--- config.mk ---
export PLATFORM = sky130hd
export DESIGN_NAME = stu_lane_strm_merge_flat
export DESIGN_NICKNAME = d
export VERILOG_FILES = /design/src/rtl/stu_lane_strm_merge_if.sv /design/src/rtl/stu_lane_strm_merge.sv /design/src/flat_wrapper.sv
export SDC_FILE = /design/constraint.sdc
export NUM_CORES = 1
export LEC_CHECK = 0
export ABC_CLOCK_PERIOD_IN_PS = 10700
export CAP_MARGIN = 20
export CELL_PAD_IN_SITES_DETAIL_PLACEMENT = 1
export CELL_PAD_IN_SITES_GLOBAL_PLACEMENT = 2
export CORE_ASPECT_RATIO = 0.9
export CORE_MARGIN = 4
export CORE_UTILIZATION = 47
export DETAILED_ROUTE_END_ITERATION = 10
export GPL_TIMING_DRIVEN = 0
export PLACE_DENSITY = 0.86
export SKIP_LAST_GASP = 1
export SYNTH_ARGS = -nofsm -noshare
export SYNTH_HDL_FRONTEND = slang
export SYNTH_SLANG_ARGS = --single-unit
--- constraint.sdc ---
create_clock -name clk -period 10.7 [get_ports clk]
set_input_delay 2.14 -clock clk [delete_from_list [all_inputs] [get_ports clk]]
set_output_delay 2.14 -clock clk [all_outputs]
set_load 0.05 [all_outputs]
--- src/rtl/stu_lane_strm_merge_if.sv ---
// Bundle of the two PE-to-STU lane streams, the merged upstream channel and the merge status.
// The slave modport is the merger's side. The master modport is the lane sources and stu sink.
interface stu_lane_strm_merge_if #(
    parameter int unsigned DATA_W    = 32,
    parameter int unsigned CNTL_W    = 2,
    parameter int unsigned PKT_CNT_W = 16
);
    logic              pe__stu__lane_strm0_data_valid;
    logic [CNTL_W-1:0] pe__stu__lane_strm0_cntl;
    logic [DATA_W-1:0] pe__stu__lane_strm0_data;
    logic [DATA_W-1:0] pe__stu__lane_strm0_data_mask;
    logic              stu__pe__lane_strm0_ready;

    logic              pe__stu__lane_strm1_data_valid;
    logic [CNTL_W-1:0] pe__stu__lane_strm1_cntl;
    logic [DATA_W-1:0] pe__stu__lane_strm1_data;
    logic [DATA_W-1:0] pe__stu__lane_strm1_data_mask;
    logic              stu__pe__lane_strm1_ready;

    logic              mrg__stu__valid;
    logic [CNTL_W-1:0] mrg__stu__cntl;
    logic [DATA_W-1:0] mrg__stu__data;
    logic [DATA_W-1:0] mrg__stu__data_mask;
    logic              mrg__stu__strm_id;
    logic              stu__mrg__ready;

    logic [PKT_CNT_W-1:0] mrg__sys__pkt_cnt0;
    logic [PKT_CNT_W-1:0] mrg__sys__pkt_cnt1;
    logic [1:0]           mrg__sys__proto_err;

    modport slave (
        input  pe__stu__lane_strm0_data_valid, pe__stu__lane_strm0_cntl,
               pe__stu__lane_strm0_data, pe__stu__lane_strm0_data_mask,
        input  pe__stu__lane_strm1_data_valid, pe__stu__lane_strm1_cntl,
               pe__stu__lane_strm1_data, pe__stu__lane_strm1_data_mask,
        input  stu__mrg__ready,
        output stu__pe__lane_strm0_ready, stu__pe__lane_strm1_ready,
        output mrg__stu__valid, mrg__stu__cntl, mrg__stu__data, mrg__stu__data_mask,
        output mrg__stu__strm_id,
        output mrg__sys__pkt_cnt0, mrg__sys__pkt_cnt1, mrg__sys__proto_err
    );

    modport master (
        output pe__stu__lane_strm0_data_valid, pe__stu__lane_strm0_cntl,
               pe__stu__lane_strm0_data, pe__stu__lane_strm0_data_mask,
        output pe__stu__lane_strm1_data_valid, pe__stu__lane_strm1_cntl,
               pe__stu__lane_strm1_data, pe__stu__lane_strm1_data_mask,
        output stu__mrg__ready,
        input  stu__pe__lane_strm0_ready, stu__pe__lane_strm1_ready,
        input  mrg__stu__valid, mrg__stu__cntl, mrg__stu__data, mrg__stu__data_mask,
        input  mrg__stu__strm_id,
        input  mrg__sys__pkt_cnt0, mrg__sys__pkt_cnt1, mrg__sys__proto_err
    );
endinterface

--- src/rtl/stu_lane_strm_merge.sv ---
// Buffers the two PE-to-STU lane streams in per-stream FIFOs and merges them
// packet-atomically, with round-robin arbitration, onto one upstream channel.
module stu_lane_strm_merge #(
    parameter int unsigned DATA_W     = 32,
    parameter int unsigned CNTL_W     = 2,
    parameter int unsigned FIFO_DEPTH = 8,
    parameter int unsigned PKT_CNT_W  = 16
) (
    input  logic                  clk,
    input  logic                  reset_poweron,
    stu_lane_strm_merge_if.slave  bus
);
    localparam int unsigned AW = (FIFO_DEPTH > 1) ? $clog2(FIFO_DEPTH) : 1;
    localparam int unsigned CW = AW + 1;

    localparam logic [CNTL_W-1:0] C_MOM     = CNTL_W'(0);
    localparam logic [CNTL_W-1:0] C_SOM     = CNTL_W'(1);
    localparam logic [CNTL_W-1:0] C_EOM     = CNTL_W'(2);
    localparam logic [CNTL_W-1:0] C_SOM_EOM = CNTL_W'(3);

    typedef struct packed {
        logic [CNTL_W-1:0] cntl;
        logic [DATA_W-1:0] data;
        logic [DATA_W-1:0] mask;
    } beat_t;

    typedef enum logic [1:0] {IDLE, GNT0, GNT1} state_t;

    beat_t                mem [2][FIFO_DEPTH];
    beat_t                in_beat [2];
    beat_t                head [2];
    logic [AW-1:0]        wr_ptr [2];
    logic [AW-1:0]        rd_ptr [2];
    logic [CW-1:0]        cnt [2];
    logic [CW-1:0]        cnt_nxt [2];
    logic [PKT_CNT_W-1:0] pkt_cnt_q [2];
    logic [1:0]           in_valid, push, pop, empty, ready_q, open_q, err_q;

    state_t state_q, state_nxt;
    logic   last_q;
    logic   cur, out_valid, eom_pop;

    always_comb begin
        in_beat[0] = '{cntl: bus.pe__stu__lane_strm0_cntl, data: bus.pe__stu__lane_strm0_data,
                       mask: bus.pe__stu__lane_strm0_data_mask};
        in_beat[1] = '{cntl: bus.pe__stu__lane_strm1_cntl, data: bus.pe__stu__lane_strm1_data,
                       mask: bus.pe__stu__lane_strm1_data_mask};
    end

    assign in_valid = {bus.pe__stu__lane_strm1_data_valid, bus.pe__stu__lane_strm0_data_valid};
    assign push     = in_valid & ready_q;

    // FIFO head, emptiness and next occupancy
    always_comb begin
        for (int i = 0; i < 2; i++) begin
            head[i]    = mem[i][rd_ptr[i]];
            empty[i]   = (cnt[i] == '0);
            cnt_nxt[i] = cnt[i] + CW'(push[i]) - CW'(pop[i]);
        end
    end

    // Arbiter: the grant only moves after a packet-ending beat has been popped
    always_comb begin
        state_nxt = state_q;
        pop       = '0;
        cur       = (state_q == GNT1);
        out_valid = 1'b0;
        eom_pop   = 1'b0;
        case (state_q)
            IDLE: begin
                if (!empty[0] && !empty[1]) state_nxt = last_q ? GNT0 : GNT1;
                else if (!empty[0])         state_nxt = GNT0;
                else if (!empty[1])         state_nxt = GNT1;
            end
            GNT0, GNT1: begin
                out_valid = !empty[cur];
                pop[cur]  = out_valid && bus.stu__mrg__ready;
                eom_pop   = pop[cur] && (head[cur].cntl == C_EOM || head[cur].cntl == C_SOM_EOM);
                if (eom_pop) begin
                    if (!empty[~cur])           state_nxt = cur ? GNT0 : GNT1;
                    else if (cnt[cur] > CW'(1)) state_nxt = state_q;
                    else                        state_nxt = IDLE;
                end
            end
            default: state_nxt = IDLE;
        endcase
    end

    always_ff @(posedge clk) begin
        for (int i = 0; i < 2; i++) begin
            if (push[i]) mem[i][wr_ptr[i]] <= in_beat[i];
        end
    end

    always_ff @(posedge clk) begin
        if (!reset_poweron) begin
            state_q <= IDLE;
            last_q  <= 1'b1;
            ready_q <= '0;
            open_q  <= '0;
            err_q   <= '0;
            for (int i = 0; i < 2; i++) begin
                wr_ptr[i]    <= '0;
                rd_ptr[i]    <= '0;
                cnt[i]       <= '0;
                pkt_cnt_q[i] <= '0;
            end
        end else begin
            state_q <= state_nxt;
            for (int i = 0; i < 2; i++) begin
                cnt[i]     <= cnt_nxt[i];
                ready_q[i] <= (cnt_nxt[i] <= CW'(FIFO_DEPTH - 2));
                if (push[i]) wr_ptr[i] <= wr_ptr[i] + AW'(1);
                if (pop[i])  rd_ptr[i] <= rd_ptr[i] + AW'(1);
                // SOM/EOM framing check on every accepted beat
                if (push[i]) begin
                    case (in_beat[i].cntl)
                        C_SOM: begin
                            if (open_q[i]) err_q[i] <= 1'b1;
                            open_q[i] <= 1'b1;
                        end
                        C_SOM_EOM: begin
                            if (open_q[i]) err_q[i] <= 1'b1;
                            open_q[i] <= 1'b0;
                        end
                        C_EOM: begin
                            if (!open_q[i]) err_q[i] <= 1'b1;
                            open_q[i] <= 1'b0;
                        end
                        C_MOM: begin
                            if (!open_q[i]) err_q[i] <= 1'b1;
                        end
                        default: ;
                    endcase
                end
            end
            if (eom_pop) begin
                last_q         <= cur;
                pkt_cnt_q[cur] <= pkt_cnt_q[cur] + PKT_CNT_W'(1);
            end
        end
    end

    assign bus.stu__pe__lane_strm0_ready = ready_q[0];
    assign bus.stu__pe__lane_strm1_ready = ready_q[1];
    assign bus.mrg__stu__valid           = out_valid;
    assign bus.mrg__stu__cntl            = head[cur].cntl;
    assign bus.mrg__stu__data            = head[cur].data;
    assign bus.mrg__stu__data_mask       = head[cur].mask;
    assign bus.mrg__stu__strm_id         = cur;
    assign bus.mrg__sys__pkt_cnt0        = pkt_cnt_q[0];
    assign bus.mrg__sys__pkt_cnt1        = pkt_cnt_q[1];
    assign bus.mrg__sys__proto_err       = err_q;
endmodule
--- src/flat_wrapper.sv ---
// flat-port wrapper written by rule: the top's interface ports become plain ports
module stu_lane_strm_merge_flat 
#(
    parameter int unsigned DATA_W     = 32,
    parameter int unsigned CNTL_W     = 2,
    parameter int unsigned FIFO_DEPTH = 8,
    parameter int unsigned PKT_CNT_W  = 16
)
  (clk, reset_poweron, bus_pe__stu__lane_strm0_data_valid, bus_pe__stu__lane_strm0_cntl, bus_pe__stu__lane_strm0_data, bus_pe__stu__lane_strm0_data_mask, bus_pe__stu__lane_strm1_data_valid, bus_pe__stu__lane_strm1_cntl, bus_pe__stu__lane_strm1_data, bus_pe__stu__lane_strm1_data_mask, bus_stu__mrg__ready, bus_stu__pe__lane_strm0_ready, bus_stu__pe__lane_strm1_ready, bus_mrg__stu__valid, bus_mrg__stu__cntl, bus_mrg__stu__data, bus_mrg__stu__data_mask, bus_mrg__stu__strm_id, bus_mrg__sys__pkt_cnt0, bus_mrg__sys__pkt_cnt1, bus_mrg__sys__proto_err);
  stu_lane_strm_merge_if #(.DATA_W(DATA_W), .CNTL_W(CNTL_W), .PKT_CNT_W(PKT_CNT_W)) bus_i ();
  input  logic clk;
  input  logic reset_poweron;
  input wire logic [$bits(bus_i.pe__stu__lane_strm0_data_valid)-1:0] bus_pe__stu__lane_strm0_data_valid;
  input wire logic [$bits(bus_i.pe__stu__lane_strm0_cntl)-1:0] bus_pe__stu__lane_strm0_cntl;
  input wire logic [$bits(bus_i.pe__stu__lane_strm0_data)-1:0] bus_pe__stu__lane_strm0_data;
  input wire logic [$bits(bus_i.pe__stu__lane_strm0_data_mask)-1:0] bus_pe__stu__lane_strm0_data_mask;
  input wire logic [$bits(bus_i.pe__stu__lane_strm1_data_valid)-1:0] bus_pe__stu__lane_strm1_data_valid;
  input wire logic [$bits(bus_i.pe__stu__lane_strm1_cntl)-1:0] bus_pe__stu__lane_strm1_cntl;
  input wire logic [$bits(bus_i.pe__stu__lane_strm1_data)-1:0] bus_pe__stu__lane_strm1_data;
  input wire logic [$bits(bus_i.pe__stu__lane_strm1_data_mask)-1:0] bus_pe__stu__lane_strm1_data_mask;
  input wire logic [$bits(bus_i.stu__mrg__ready)-1:0] bus_stu__mrg__ready;
  output wire logic [$bits(bus_i.stu__pe__lane_strm0_ready)-1:0] bus_stu__pe__lane_strm0_ready;
  output wire logic [$bits(bus_i.stu__pe__lane_strm1_ready)-1:0] bus_stu__pe__lane_strm1_ready;
  output wire logic [$bits(bus_i.mrg__stu__valid)-1:0] bus_mrg__stu__valid;
  output wire logic [$bits(bus_i.mrg__stu__cntl)-1:0] bus_mrg__stu__cntl;
  output wire logic [$bits(bus_i.mrg__stu__data)-1:0] bus_mrg__stu__data;
  output wire logic [$bits(bus_i.mrg__stu__data_mask)-1:0] bus_mrg__stu__data_mask;
  output wire logic [$bits(bus_i.mrg__stu__strm_id)-1:0] bus_mrg__stu__strm_id;
  output wire logic [$bits(bus_i.mrg__sys__pkt_cnt0)-1:0] bus_mrg__sys__pkt_cnt0;
  output wire logic [$bits(bus_i.mrg__sys__pkt_cnt1)-1:0] bus_mrg__sys__pkt_cnt1;
  output wire logic [$bits(bus_i.mrg__sys__proto_err)-1:0] bus_mrg__sys__proto_err;
  assign bus_i.pe__stu__lane_strm0_data_valid = bus_pe__stu__lane_strm0_data_valid;
  assign bus_i.pe__stu__lane_strm0_cntl = bus_pe__stu__lane_strm0_cntl;
  assign bus_i.pe__stu__lane_strm0_data = bus_pe__stu__lane_strm0_data;
  assign bus_i.pe__stu__lane_strm0_data_mask = bus_pe__stu__lane_strm0_data_mask;
  assign bus_i.pe__stu__lane_strm1_data_valid = bus_pe__stu__lane_strm1_data_valid;
  assign bus_i.pe__stu__lane_strm1_cntl = bus_pe__stu__lane_strm1_cntl;
  assign bus_i.pe__stu__lane_strm1_data = bus_pe__stu__lane_strm1_data;
  assign bus_i.pe__stu__lane_strm1_data_mask = bus_pe__stu__lane_strm1_data_mask;
  assign bus_i.stu__mrg__ready = bus_stu__mrg__ready;
  assign bus_stu__pe__lane_strm0_ready = bus_i.stu__pe__lane_strm0_ready;
  assign bus_stu__pe__lane_strm1_ready = bus_i.stu__pe__lane_strm1_ready;
  assign bus_mrg__stu__valid = bus_i.mrg__stu__valid;
  assign bus_mrg__stu__cntl = bus_i.mrg__stu__cntl;
  assign bus_mrg__stu__data = bus_i.mrg__stu__data;
  assign bus_mrg__stu__data_mask = bus_i.mrg__stu__data_mask;
  assign bus_mrg__stu__strm_id = bus_i.mrg__stu__strm_id;
  assign bus_mrg__sys__pkt_cnt0 = bus_i.mrg__sys__pkt_cnt0;
  assign bus_mrg__sys__pkt_cnt1 = bus_i.mrg__sys__pkt_cnt1;
  assign bus_mrg__sys__proto_err = bus_i.mrg__sys__proto_err;
  stu_lane_strm_merge #(.DATA_W(DATA_W), .CNTL_W(CNTL_W), .FIFO_DEPTH(FIFO_DEPTH), .PKT_CNT_W(PKT_CNT_W)) u_core (.clk(clk), .reset_poweron(reset_poweron), .bus(bus_i));
endmodule
# ---- Yosys cells after proc, flatten, opt, wreduce, memory -nomap -nowiden
# Memory sizes are Yosys's and may differ from the RTL's.
# Cells that the tools add are included.
dict set report totals {
  register_bits 9
  latch_bits 0
  mem_bits_rw 1108
  romBits 0
  in_bits 137
  out_inout_bits 104
  elab_cells 164
  n_memories 5
}
dict set report op_classes {
  n_addsub 9
  mul 0
  div 0
  order_cmp 13
  n_eq_ne 17
  shift 0
  n_mux 69
  bitwise 14
  reduce_logical 30
}
# name words width rd rd_clocked_by_memory_dff wr line
set memory_table {}
lappend memory_table {u_core.mem 2 528 2 0 2 stu_lane_strm_merge.sv:29} ;# beat_t mem [2][FIFO_DEPTH];
lappend memory_table {u_core.pkt_cnt_q 2 16 3 0 2 stu_lane_strm_merge.sv:36} ;# logic [PKT_CNT_W-1:0] pkt_cnt_q [2];
lappend memory_table {u_core.cnt 2 4 3 0 2 stu_lane_strm_merge.sv:34} ;# logic [CW-1:0] cnt [2];
lappend memory_table {u_core.rd_ptr 2 3 2 0 2 stu_lane_strm_merge.sv:33} ;# logic [AW-1:0] rd_ptr [2];
lappend memory_table {u_core.wr_ptr 2 3 2 0 2 stu_lane_strm_merge.sv:32} ;# logic [AW-1:0] wr_ptr [2];
# operator n
set ops {}
lappend ops {{528-bit 2-to-1 mux} 2}
lappend ops {{66-bit 2-to-1 mux} 9}
lappend ops {{66-bit binary-select mux with 3-bit select} 2}
lappend ops {{66-bit demux with 3-bit select} 2}
lappend ops {{1-bit 2-to-1 mux} 32}
lappend ops {{2-bit 2-to-1 mux} 9}
lappend ops {{16-bit by 1-bit adder with 16-bit output (second input constant)} 1}
lappend ops {{4-bit greater-or-equal comparator (second input constant)} 4}
lappend ops {{16-bit 2-to-1 mux} 1}
lappend ops {{3-bit inverter with 4-bit output} 4}
lappend ops {{16-bit OR reduction} 1}
lappend ops {{2-bit == test (second input constant)} 7}
lappend ops {{2-bit OR reduction} 7}
lappend ops {{3-bit by 1-bit adder with 3-bit output (second input constant)} 4}
lappend ops {{3-bit 2-to-1 mux} 4}
lappend ops {{3-bit AND reduction} 3}
lappend ops {{4-bit by 1-bit adder with 4-bit output} 2}
lappend ops {{4-bit by 3-bit less-or-equal comparator with 1-bit output (second input constant)} 2}
lappend ops {{4-bit logical NOT} 2}
lappend ops {{4-bit by 1-bit less-than comparator with 1-bit output (second input constant)} 2}
lappend ops {{4-bit 2-to-1 mux} 2}
lappend ops {{1-bit case mux with 2 select lines} 4}
lappend ops {{4-bit by 1-bit subtractor with 4-bit output} 2}
lappend ops {{2-bit by 1-bit == test with 1-bit output (second input constant)} 3}
lappend ops {{20 further kinds} 41}

# ---- Longest topological paths before layout
dict set report logic_depth {
  ltp_word 16
  depth_mapped 13
  depth_no_buf 10
}

# ---- Worst setup path after synthesis
# Ideal clock, no wire load.
dict set report synth_path {
  kind {input to register}
  start {input port bus_pe__stu__lane_strm1_data_valid}
  end {memory u_core.mem[0][1000] (netlist bit), enable pin}
  setup_ps 654
  t_arrival_ps 8562
  t_required_ps 10046
  setup_slack_ps 1484
  stages 2
  path_buffers 0
  path_cell_list {nand2_1 nor4_1}
}
# item line
set synth_rtl {}
lappend synth_rtl {{from (decl)} flat_wrapper.sv:17} ;# input wire logic [$bits(bus_i.pe__stu__lane_strm1_data_valid)-1:0] bus_pe__stu__lane_strm1_data_valid;
lappend synth_rtl {{to (decl)} stu_lane_strm_merge.sv:29}

==> Implementation_results.wiki <==
{| class="wikitable"
! Metric !! Value
|-
| Result of the run || finished clean
|-
| Top cells by area, synth || sky130_fd_sc_hd__edfxtp_1 (76%), sky130_fd_sc_hd__mux4_2 (14%), sky130_fd_sc_hd__mux2i_1 (1.8%)
|-
| Top-count cell post-synth || sky130_fd_sc_hd__edfxtp_1
|-
| Root Buffer || sky130_fd_sc_hd__clkbuf_16
|-
| Per-cell via count in the routed design || 5.97
|-
| Highest attainable clock frequency || about 140 MHz
|-
| Aggregate global-route resource usage || approximately 25%
|-
| Power share of the combinational group || about a fifth
|-
| Total negative slack || 0 ns
|-
| Total of flip-flops plus latches after synthesis || 1117
|-
| Area of the core || 0.0914 mm2
|-
| # clock sinks || 1117
|-
| Port bufs || 240
|-
| Worst min-delay path startpoint || u_core.state_q[0]
|-
| Switching Fraction || between 20 and 30%
|-
| Die X-Extent || around 330 um
|-
| Post-route antenna net violation count || 0
|-
| Final setup skew || 0.0258 ns
|-
| Remaining global-route overflow || 0
|-
| Number of standard cells in the final layout excluding fillers || 3811
|-
| Crit path arrival time || 5.11 ns
|-
| Number of hold buffers added after cts || 0
|-
| Post-synthesis instance area || 0.0434 mm2
|-
| Hold depth || 2
|-
| # nets final || 2626
|-
| Power per standard cell area || 215 mW/mm2
|-
| Starting DRC count in detailed routing || 2698
|-
| Required time worst endpoint || 8.56 ns
|-
| TritonCTS clock tree || yes
|-
| Clk Latency, worst-skew pair || 0.66 ns
|-
| CP Buf/Inv Count || 4
|-
| Startpoint type of the worst setup path || flop
|-
| Gate count after technology mapping || 2019
|-
| Most utilized layer in the global route result || met2
|-
| Number of slew-limit violations in the final report || 0
|-
| Placed cell count || 3586
|-
| Post-synth EDFFs || 1100
|-
| Net count of the mapped netlist || 2174
|-
| Fraction of synthesized cell area taken by the top area cell type || 76.1%
|-
| Core Util, Final || 57.2%
|-
| Actual slew at the worst max-slew pin || 1.12 ns
|-
| Total of max-cap violations || 0
|-
| Sequential cell area fraction in the yosys report || 76.9%
|-
| Final critical-path share of the clock period || 67.8%
|-
| Number of buffers on the longest clock path || 3
|-
| NetSw || 3250 uW
|-
| Flop-to-flop setup slack || 6.53 ns
|-
| Number of failing hold endpoints at the final stage || 0
|-
| RSZ-0062 raised after global routing || false
|-
| Floorplan row count || about 110
|-
| Top fanout value on the critical path || 10
|-
| Mapped Avg Cell Area || 21.5 um2
|-
| Yosys top cell by area || sky130_fd_sc_hd__edfxtp_1
|-
| Slowest CP cell || sky130_fd_sc_hd__a211oi_1
|-
| Quantity of gates resized following cts || 0
|-
| Portion of total power attributed to sequential cells || 45.4%
|-
| IO Count || 241
|-
| Capture endpoint of the worst hold path || u_core.state_q[0]
|-
| Path class of the lowest-slack min-delay path || reg2reg
|-
| Top cells by count, synth || sky130_fd_sc_hd__edfxtp_1 (1100), sky130_fd_sc_hd__mux4_2 (262), sky130_fd_sc_hd__a21oi_1 (78)
|-
| Total clock buffers created by CTS || 111
|-
| Die outline area || 0.0973 mm2
|-
| Internal cell power || 7980 uW
|-
| Via count of the first global-routing pass || approximately 24000
|-
| DR WL/cell || 31.5 um
|-
| Family with the most delay on the worst path || buffers and inverters
|-
| Reg2reg start || u_core.state_q[0]
|-
| Wire length of the first global-routing pass || 173000 um
|-
| Share of cells above drive strength 1 || 23.2%
|-
| DRC Markers || 0
|-
| Post-synth top flop || sky130_fd_sc_hd__edfxtp_1
|-
| FF-to-FF End || u_core.pkt_cnt_q[1][12]
|-
| Crit path cell chain || clkbuf_1 > buf_2 > buf_2 > mux4_2 > nor2b_1 > a211oi_1 > a21oi_1 > clkdlybuf4s50_1
|-
| Post-CTS setup buffers || 0
|-
| Highest cell delay on the worst timing path || 0.93 ns
|-
| Largest net degree at the start of global routing || 26
|-
| Clock transition at the registers of the reported paths || about 0.060 ns
|-
| Clock share of power || 34.4%
|-
| Critical path type || reg2out
|-
| Post-DP HPWL || 82900 um
|-
| M2 GR Usage || 41.8%
|-
| Slew Limit Headroom || around a quarter
|-
| Initial DRT Pass Iterations || 5
|-
| Met3 track demand over resource || roughly 4.6%
|-
| Via Count || 22756
|-
| Count of yosys warnings during synthesis || 0
|-
| Final Critical Period || 7.25 ns
|-
| Starting density of the core || a little under half
|-
| Async set-reset flop share out of synthesis || 0%
|-
| Initial antenna violation count || 28
|-
| Met1 track utilization from global routing || between 30% and 40%
|-
| Routed wire length || 120000 um
|-
| Cell seen most often among critical-path stages || sky130_fd_sc_hd__buf_2
|-
| GP Congestion || ~0.81
|-
| Die height || 296 um
|-
| Worst setup EP type || output pin
|-
| Layout overhead on the synthesized area || 20.4%
|-
| Post-synthesis cell type count || 53
|-
| Peak ir drop on the vdd network || 0.121 mV
|-
| Count of endpoints failing setup in the final report || 0
|-
| Leakage power figure || 0.0165 uW
|-
| Worst R2R Path Depth || 13
|-
| Total number of H-tree levels || 3
|}
-- area by class of cell --
cell class / instances / area [um2]
antenna: 17 / 42.5
buffer: 106 / 463
clock buffer: 138 / 2900
clock inverter: 68 / 688
fill: 7959 / 39200
inverter: 21 / 78.8
multi-input combinational: 775 / 9590
sequential: 1117 / 33400
tap: 1230 / 1540
timing repair buffer: 339 / 3590
-- state kept, by name (all words and copies together) (netlist names) --
signal	flops
u_core.mem	1056
u_core.pkt_cnt_q	32
u_core.cnt	8
u_core.rd_ptr	6
u_core.wr_ptr	6
u_core.bus.mrg__sys__proto_err	2
u_core.open_q	2
u_core.ready_q	2
u_core.state_q	2
u_core.last_q	1
-- layout by cell type (no fill, tap or decap), types with 17 or more instances in the layout --
| master | instances |
|---|---|
| sky130_fd_sc_hd__edfxtp_1 | 1100 |
| sky130_fd_sc_hd__mux4_2 | 262 |
| sky130_fd_sc_hd__clkdlybuf4s50_1 | 240 |
| sky130_fd_sc_hd__clkbuf_16 | 112 |
| sky130_fd_sc_hd__a21oi_1 | 78 |
| sky130_fd_sc_hd__clkbuf_1 | 77 |
| sky130_fd_sc_hd__mux2i_1 | 76 |
| sky130_fd_sc_hd__nor2b_1 | 68 |
| sky130_fd_sc_hd__a211oi_1 | 67 |
| sky130_fd_sc_hd__buf_6 | 48 |
| sky130_fd_sc_hd__nor2_1 | 39 |
| sky130_fd_sc_hd__buf_2 | 34 |
| sky130_fd_sc_hd__buf_4 | 30 |
| sky130_fd_sc_hd__nand2_1 | 29 |
| sky130_fd_sc_hd__clkinv_2 | 24 |
| sky130_fd_sc_hd__inv_1 | 19 |
| sky130_fd_sc_hd__diode_2 | 17 |
| sky130_fd_sc_hd__buf_1 | 17 |
| sky130_fd_sc_hd__dfxtp_1 | 17 |
-- worst max-delay path by stage --
stage,start,to,slack (ns),depth (start not counted)
global placement,bus_pe__stu__lane_strm1_data_valid,u_core.mem[0][1017],-5.83,3
global route,u_core.rd_ptr[0][0],bus_mrg__stu__data[22],3.36,8
floorplan,bus_pe__stu__lane_strm1_data_valid,u_core.mem[0][1000],1.48,2
detailed placement,u_core.rd_ptr[0][0],bus_mrg__stu__data[22],4.14,8
CTS,u_core.rd_ptr[0][0],bus_mrg__stu__data[21],3.40,8
finish,u_core.rd_ptr[0][0],bus_mrg__stu__data[21],3.45,8
-- power groups by stage --
stage                     Clock (uW)  Sequential (uW)  Combinational [uW]
after floorplan                    0             5220                1260
after global placement             0             5220                2110
after detailed placement           0             5180                2250
after CTS                       3920             5100                2270
after global routing            4110             5100                2370
final                           3860             5100                2280
-- kinds of logic (layout without fill, tap and decap cells) --
kind of cell / Yosys count / count (layout) / share of synthesized area (%)
and+or+nand+nor: 214 / 214 / 2.73
other: 0 / 17 / 0
muxes: 345 / 345 / 15.5
AOI/OAI and AO/OA: 176 / 176 / 2.62
DFF: 1117 / 1117 / 76.9
xor gates and xnor gates: 22 / 22 / 0.444
adders and majority gates: 18 / 18 / 0.553
buffers and inverters: 127 / 672 / 1.25
-- per-stage QoR --
stage | total power, uW | cell area, um2 | setup WS [ns] | hold slack [ns]
5_1_grt | 11600 | 52200 | 3.36 | 0.532
3_3_place_gp | 7330 | 47300 | -5.83 | 0.467
6_report | 11200 | 52300 | 3.45 | 0.489
2_1_floorplan | 6490 | 43400 | 1.48 | 0.455
3_5_place_dp | 7430 | 48600 | 4.14 | 0.484
4_1_cts | 11300 | 52200 | 3.40 | 0.492
-- metal layers --
metal  vias up  part of all wire, %
li1       9351                    -
met1     12215                   39
met2       983                   51
met3       185                  7.2
met4        22                  2.6
met5         -                 0.12
-- worst min-delay path: stages (launching register included) --
cell,delay [ns]
sky130_fd_sc_hd__dfxtp_1,0.33
sky130_fd_sc_hd__nand2_1,0.06
sky130_fd_sc_hd__mux2i_1,0.06
No activity file was read; power rests on OpenSTA's default activity.
